[src/rtl/sensor_node_controller.sv]
// Node controller: round-robin sensor sampling into a circular buffer held in
// external memory, buffer drain to the radio, and storage of radio-received words.
module sensor_node_controller #(
  parameter int DATA_W    = 8,
  parameter int ADDR_W    = 4,
  parameter int N_SENSORS = 4,
  parameter int TIMEOUT   = 64
) (
  input  logic                        clk,
  input  logic                        rst,
  input  logic                        enable,
  input  logic [1:0]                  inst,
  input  logic                        inst_valid,
  output logic                        busy,
  output logic [1:0]                  error,
  output logic [ADDR_W:0]             count,
  output logic [N_SENSORS-1:0]        sensor_enable,
  input  logic [N_SENSORS-1:0]        sensor_valid,
  input  logic [N_SENSORS*DATA_W-1:0] sensor_data,
  output logic [ADDR_W-1:0]           mem_addr,
  output logic [DATA_W-1:0]           mem_wdata,
  output logic                        mem_we,
  output logic                        mem_re,
  input  logic [DATA_W-1:0]           mem_rdata,
  input  logic                        mem_ack,
  output logic                        radio_enable,
  output logic                        radio_tx_valid,
  output logic [DATA_W-1:0]           radio_tx_data,
  input  logic                        radio_tx_ready,
  input  logic                        radio_rx_valid,
  input  logic [DATA_W-1:0]           radio_rx_data
);

  localparam int DEPTH = 2 ** ADDR_W;
  localparam int CH_W  = (N_SENSORS > 1) ? $clog2(N_SENSORS) : 1;
  localparam int TO_W  = $clog2(TIMEOUT + 1);

  typedef enum logic [2:0] {IDLE, SENSE, MEM_WR, MEM_RD, TX, RX} state_t;
  typedef enum logic [1:0] {I_NOP, I_SAMPLE, I_FLUSH, I_RECEIVE} inst_t;

  state_t            state_q, state_d;
  logic [ADDR_W-1:0] wr_ptr_q, wr_ptr_d, rd_ptr_q, rd_ptr_d;
  logic [ADDR_W:0]   count_q, count_d;
  logic [1:0]        err_q, err_d;
  logic [CH_W-1:0]   ch_q, ch_d;
  logic [TO_W-1:0]   tmo_q, tmo_d;
  logic [DATA_W-1:0] data_q, data_d;
  logic              rx_mode_q, rx_mode_d;
  logic              busy_q, busy_d;
  logic              full, last_ch, tmo_last, wr_done;

  assign full     = (count_q == (ADDR_W+1)'(DEPTH));
  assign last_ch  = (ch_q == CH_W'(N_SENSORS - 1));
  assign tmo_last = (tmo_q == TO_W'(TIMEOUT - 1));

  always_ff @(posedge clk or posedge rst) begin
    if (rst) begin
      state_q   <= IDLE;
      wr_ptr_q  <= '0;
      rd_ptr_q  <= '0;
      count_q   <= '0;
      err_q     <= '0;
      ch_q      <= '0;
      tmo_q     <= '0;
      data_q    <= '0;
      rx_mode_q <= 1'b0;
      busy_q    <= 1'b0;
    end else begin
      state_q   <= state_d;
      wr_ptr_q  <= wr_ptr_d;
      rd_ptr_q  <= rd_ptr_d;
      count_q   <= count_d;
      err_q     <= err_d;
      ch_q      <= ch_d;
      tmo_q     <= tmo_d;
      data_q    <= data_d;
      rx_mode_q <= rx_mode_d;
      busy_q    <= busy_d;
    end
  end

  always_comb begin
    state_d   = state_q;
    wr_ptr_d  = wr_ptr_q;
    rd_ptr_d  = rd_ptr_q;
    count_d   = count_q;
    err_d     = err_q;
    ch_d      = ch_q;
    tmo_d     = tmo_q;
    data_d    = data_q;
    rx_mode_d = rx_mode_q;
    busy_d    = busy_q;
    wr_done   = 1'b0;
    if (!enable) begin
      state_d = IDLE;
      busy_d  = 1'b0;
      tmo_d   = '0;
    end else begin
      case (state_q)
        IDLE: begin
          // busy set while idle only marks the single cycle of a FLUSH on an empty buffer
          if (busy_q) begin
            busy_d = 1'b0;
          end else if (inst_valid && inst_t'(inst) != I_NOP) begin
            err_d  = '0;
            busy_d = 1'b1;
            tmo_d  = '0;
            case (inst_t'(inst))
              I_SAMPLE:  begin ch_d = '0; rx_mode_d = 1'b0; state_d = SENSE; end
              I_RECEIVE: begin rx_mode_d = 1'b1; state_d = RX; end
              I_FLUSH:   if (count_q != '0) state_d = MEM_RD;
              default: ;
            endcase
          end
        end
        SENSE: begin
          if (sensor_valid[ch_q]) begin
            data_d  = sensor_data[ch_q*DATA_W +: DATA_W];
            tmo_d   = '0;
            state_d = MEM_WR;
          end else if (tmo_last) begin
            err_d[1] = 1'b1;
            tmo_d    = '0;
            if (last_ch) begin
              state_d = IDLE;
              busy_d  = 1'b0;
            end else begin
              ch_d = ch_q + 1'b1;
            end
          end else begin
            tmo_d = tmo_q + 1'b1;
          end
        end
        MEM_WR: begin
          if (full) begin
            err_d[0] = 1'b1;
            wr_done  = 1'b1;
          end else if (mem_ack) begin
            wr_ptr_d = wr_ptr_q + 1'b1;
            count_d  = count_q + 1'b1;
            wr_done  = 1'b1;
          end
          if (wr_done) begin
            if (rx_mode_q || last_ch) begin
              state_d = IDLE;
              busy_d  = 1'b0;
            end else begin
              ch_d    = ch_q + 1'b1;
              state_d = SENSE;
            end
          end
        end
        RX: begin
          if (radio_rx_valid) begin
            data_d  = radio_rx_data;
            tmo_d   = '0;
            state_d = MEM_WR;
          end else if (tmo_last) begin
            err_d[1] = 1'b1;
            tmo_d    = '0;
            state_d  = IDLE;
            busy_d   = 1'b0;
          end else begin
            tmo_d = tmo_q + 1'b1;
          end
        end
        MEM_RD: begin
          if (mem_ack) begin
            data_d  = mem_rdata;
            state_d = TX;
          end
        end
        TX: begin
          if (radio_tx_ready) begin
            rd_ptr_d = rd_ptr_q + 1'b1;
            count_d  = count_q - 1'b1;
            if (count_q == (ADDR_W+1)'(1)) begin
              state_d = IDLE;
              busy_d  = 1'b0;
            end else begin
              state_d = MEM_RD;
            end
          end
        end
        default: state_d = IDLE;
      endcase
    end
  end

  assign busy           = busy_q;
  assign error          = err_q;
  assign count          = count_q;
  assign mem_we         = (state_q == MEM_WR) && !full;
  assign mem_re         = (state_q == MEM_RD);
  assign mem_addr       = mem_re ? rd_ptr_q : (mem_we ? wr_ptr_q : '0);
  assign mem_wdata      = mem_we ? data_q : '0;
  assign sensor_enable  = (state_q == SENSE) ? (N_SENSORS'(1) << ch_q) : '0;
  assign radio_enable   = (state_q == TX) || (state_q == RX);
  assign radio_tx_valid = (state_q == TX);
  assign radio_tx_data  = (state_q == TX) ? data_q : '0;

endmodule
[config.mk]
export PLATFORM = sky130hd
export DESIGN_NAME = sensor_node_controller
export DESIGN_NICKNAME = d
export VERILOG_FILES = /design/src/rtl/sensor_node_controller.sv
export SDC_FILE = /design/constraint.sdc
export NUM_CORES = 1
export LEC_CHECK = 0
export CORE_ASPECT_RATIO = 1.75
export CORE_MARGIN = 2
export CORE_UTILIZATION = 43
export CTS_BUF_LIST = sky130_fd_sc_hd__clkbuf_4
export DETAILED_ROUTE_END_ITERATION = 7
export PLACE_DENSITY = 0.88
export SLEW_MARGIN = 40
export SYNTH_ARGS = -nofsm -noshare
export SYNTH_HDL_FRONTEND = slang
export SYNTH_SLANG_ARGS = --single-unit
[constraint.sdc]
create_clock -name clk -period 1.9 [get_ports clk]
set_input_delay 0.57 -clock clk [delete_from_list [all_inputs] [get_ports clk]]
set_output_delay 0.57 -clock clk [all_outputs]
set_load 0.01 [all_outputs]
==> run metrics <==
most area-consuming cells after synthesis dfrtp_1 33%, mux4_2 7.2%, ha_1 4.9%; synthesized net count 380; final weighted congestion in routability-driven placement 0.9083; HP Class reg -> reg; Cell Area, Synth 0.002815 sq mm; drt via density 6.355; DRC viols 0; combinational group share of total power 73.3%; Crit. Startpoint state_q[1]$_DFFE_PP0P_; Synth Warn # 0; Yosys cell types 57; CP required 1.33 ns; die height 111.0 um; CTS H-Tree Depth 2; failing checks setup timing; max frequency 389.8 MHz; Core Area 0.006441 sq mm; Max Fanout on Critical Path 4; Final Cycle Share 135.0%; clock sink total 37; final wirelength 13780 um; Reg clk slew, reported paths 0.16 ns; Final Instance Count excl. Fillers 578; clock network fraction of design power 6.7%; Die Width 65.17 um; number of synthesized flops with an enable pin 0; final worst setup slack -0.6654 ns; internal power 3.696 mW; sequential area share after synthesis 32.89%; hold_sp wr_ptr_q[3]$_DFFE_PP0P_; area share of the largest cell type after synthesis 32.89%; Worst Clk Skew 0.04142 ns; global-route wire length before repair 18280 um; Skew-Pair Late Insertion Delay 0.39 ns; Slew @ Worst Pin 0.6266 ns; Net Sw Frac 44.61%; leakage power 2.384 nW; antenna violations before repair 1; Initial DRC Count 495; sequential group share of total power 20.0%; Main synth FF type dfrtp_1; count leader, synth dfrtp_1; vias after detailed routing 3673; number of antenna-violating nets in the routed design 0; largest net degree at the start of global routing 38; die area 0.007236 sq mm; status complete, but fails checks; share of cells above drive strength 1 48.69%; Synth top cells by count 37 x dfrtp_1, 28 x nand2_1, 21 x and2_1; I/O Pins 97; reg2reg start state_q[1]$_DFFE_PP0P_; Crit. End Element output port; Critical Path Start Type flop; WL/cell 23.85 um; relative slew slack 58.12%; initial core utilization 43.71%; PortBufs 96; clock period minus worst slack 2.565 ns; post-synth top area cell dfrtp_1; area delta synth->final 87.96%; Post-synth ARST share 100.0%; Root Buffer clkbuf_4; Final Max Tran Viols 0; placed insts 518; critical path arrival 2.00 ns; Inserted Clock Buffers 5; RSZ-0062 raised after global routing true; Power Dens Cells 1261 mW/mm^2; endpoints failing setup 64; vias in the first global route 3539; row count 39; Setup CP Type reg -> out; CTS Hold Bufs 0; CTS tree done; Avg Cell Area, Syn 9.140 sq um; max_cap viols 0; Hold Vio Cnt, Final 0; cell count after synthesis 308; DPL Wire Length 6906 um; Yosys reg bits 37; first-pass iteration count of the detailed router 5; Core Util, Final 82.15%; clk buf depth 2; Final #Nets 566; Congestion Overflow GR 0; Total Routing Usage GR 32.59%; Worst VDD drop 0.0007836 V; switching power total 2.976 mW
-- cells by family after synthesis --
group | after synthesis | share of synthesized area (%)
buffers and inverters | 30 | 4.444
muxes | 24 | 13.07
DFF | 37 | 32.89
AOI/OAI and AO/OA | 70 | 16.45
xor gates and xnor gates | 13 | 4.044
and+or+nand+nor | 123 | 24.22
adders and majority gates | 11 | 4.889
-- cell usage in the layout (no fill, tap or decap), types with 6 or more instances in the layout --
cell,netlist,final
xor2_1,6,6
dfrtp_1,37,34
and2_4,0,17
a21oi_1,13,9
buf_4,2,62
mux4_2,9,9
xnor2_1,7,6
nand2_1,28,25
a31oi_1,13,9
and3_1,13,11
buf_2,4,11
nor2_1,10,6
mux2_4,0,10
ha_1,11,10
clkdlybuf4s50_1,0,59
nand3_1,18,15
inv_1,10,7
buf_12,0,6
buf_6,0,46
o21ai_0,16,6
dlygate4sd2_1,0,9
-- final timing paths --
kind	end	slack (ns)	depth (start not counted)
hold reg to reg	wr_ptr_q[3]$_DFFE_PP0P_	0.49	1
hold / removal	wr_ptr_q[3]$_DFFE_PP0P_	0.49	1
max in group asynchronous	busy$_DFFE_PP0P_	1.12	3
setup reg to reg	count[4]$_DFFE_PP0P_	-0.34	9
setup / recovery	radio_tx_data[4]	-0.67	6
min in group asynchronous	data_q[3]$_DFFE_PP0P_	0.53	3
-- sequential cells by signal, indices dropped and copies added, names as in the netlist --
name / flops
tmo_q: 7
state_q: 3
wr_ptr_q: 4
error: 2
rx_mode_q: 1
count: 5
data_q: 8
busy: 1
ch_q: 2
rd_ptr_q: 4
-- area by class of cell --
cell class | count | area (sq um)
Sequential cell | 37 | 929.6
Fill cell | 327 | 1150
Tap cell | 82 | 102.6
Timing Repair inverter | 1 | 7.507
Timing Repair Buffer | 196 | 1891
Antenna cell | 1 | 2.502
Clock inverter | 3 | 12.51
Clock buffer | 5 | 37.54
Inverter | 11 | 47.55
Multi-Input combinational cell | 242 | 2261
-- per-layer routing --
layer | up-vias | global-route usage [%] | share of wire (%)
li1 | 1511 | - | -
met1 | 1764 | 37.10 | 34
met2 | 307 | 55.85 | 51
met3 | 91 | 5.279 | 7.5
met4 | 0 | 18.75 | 7.0
met5 | - | 0 | 0
-- per-stage QoR --
stage | setup TNS [ns] | instance area (sq um) | setup slack, ns | power [mW] | hold slack [ns]
floorplan | -0.4196 | 2867 | -0.04463 | 3.043 | 0.4425
CTS | -11.70 | 4827 | -0.4897 | 5.542 | 0.4883
global route | -23.20 | 5291 | -0.6496 | 6.894 | 0.5062
global placement | -20.07 | 4243 | -0.5291 | 4.226 | 0.4585
finish | -22.62 | 5291 | -0.6654 | 6.672 | 0.4880
detailed placement | -22.21 | 4243 | -0.5804 | 4.349 | 0.4683
-- power by group through the flow --
stage / combinational [mW] / sequential, mW / clock, mW
2_1_floorplan: 1.75 / 1.29 / 0
4_1_cts: 3.85 / 1.28 / 0.415
3_3_place_gp: 2.97 / 1.26 / 0
5_1_grt: 5.07 / 1.35 / 0.471
3_5_place_dp: 3.06 / 1.28 / 0
6_report: 4.89 / 1.33 / 0.445
-- critical path: stages, from the launching register on --
cell and delay, ns:
dfrtp_1 0.47, buf_6 0.16, or3b_4 0.45, clkinvlp_4 0.15, buf_6 0.12, and2_4 0.15
buf_6 0.10
-- what timing repair did --
item	in CTS	in global routing
resized for setup	213	78
endpoints found under the setup margin	62	63
buffers inserted	38	20
cloned	3	0
pin swaps	29	30
No activity file was read; power rests on OpenSTA's default activity.
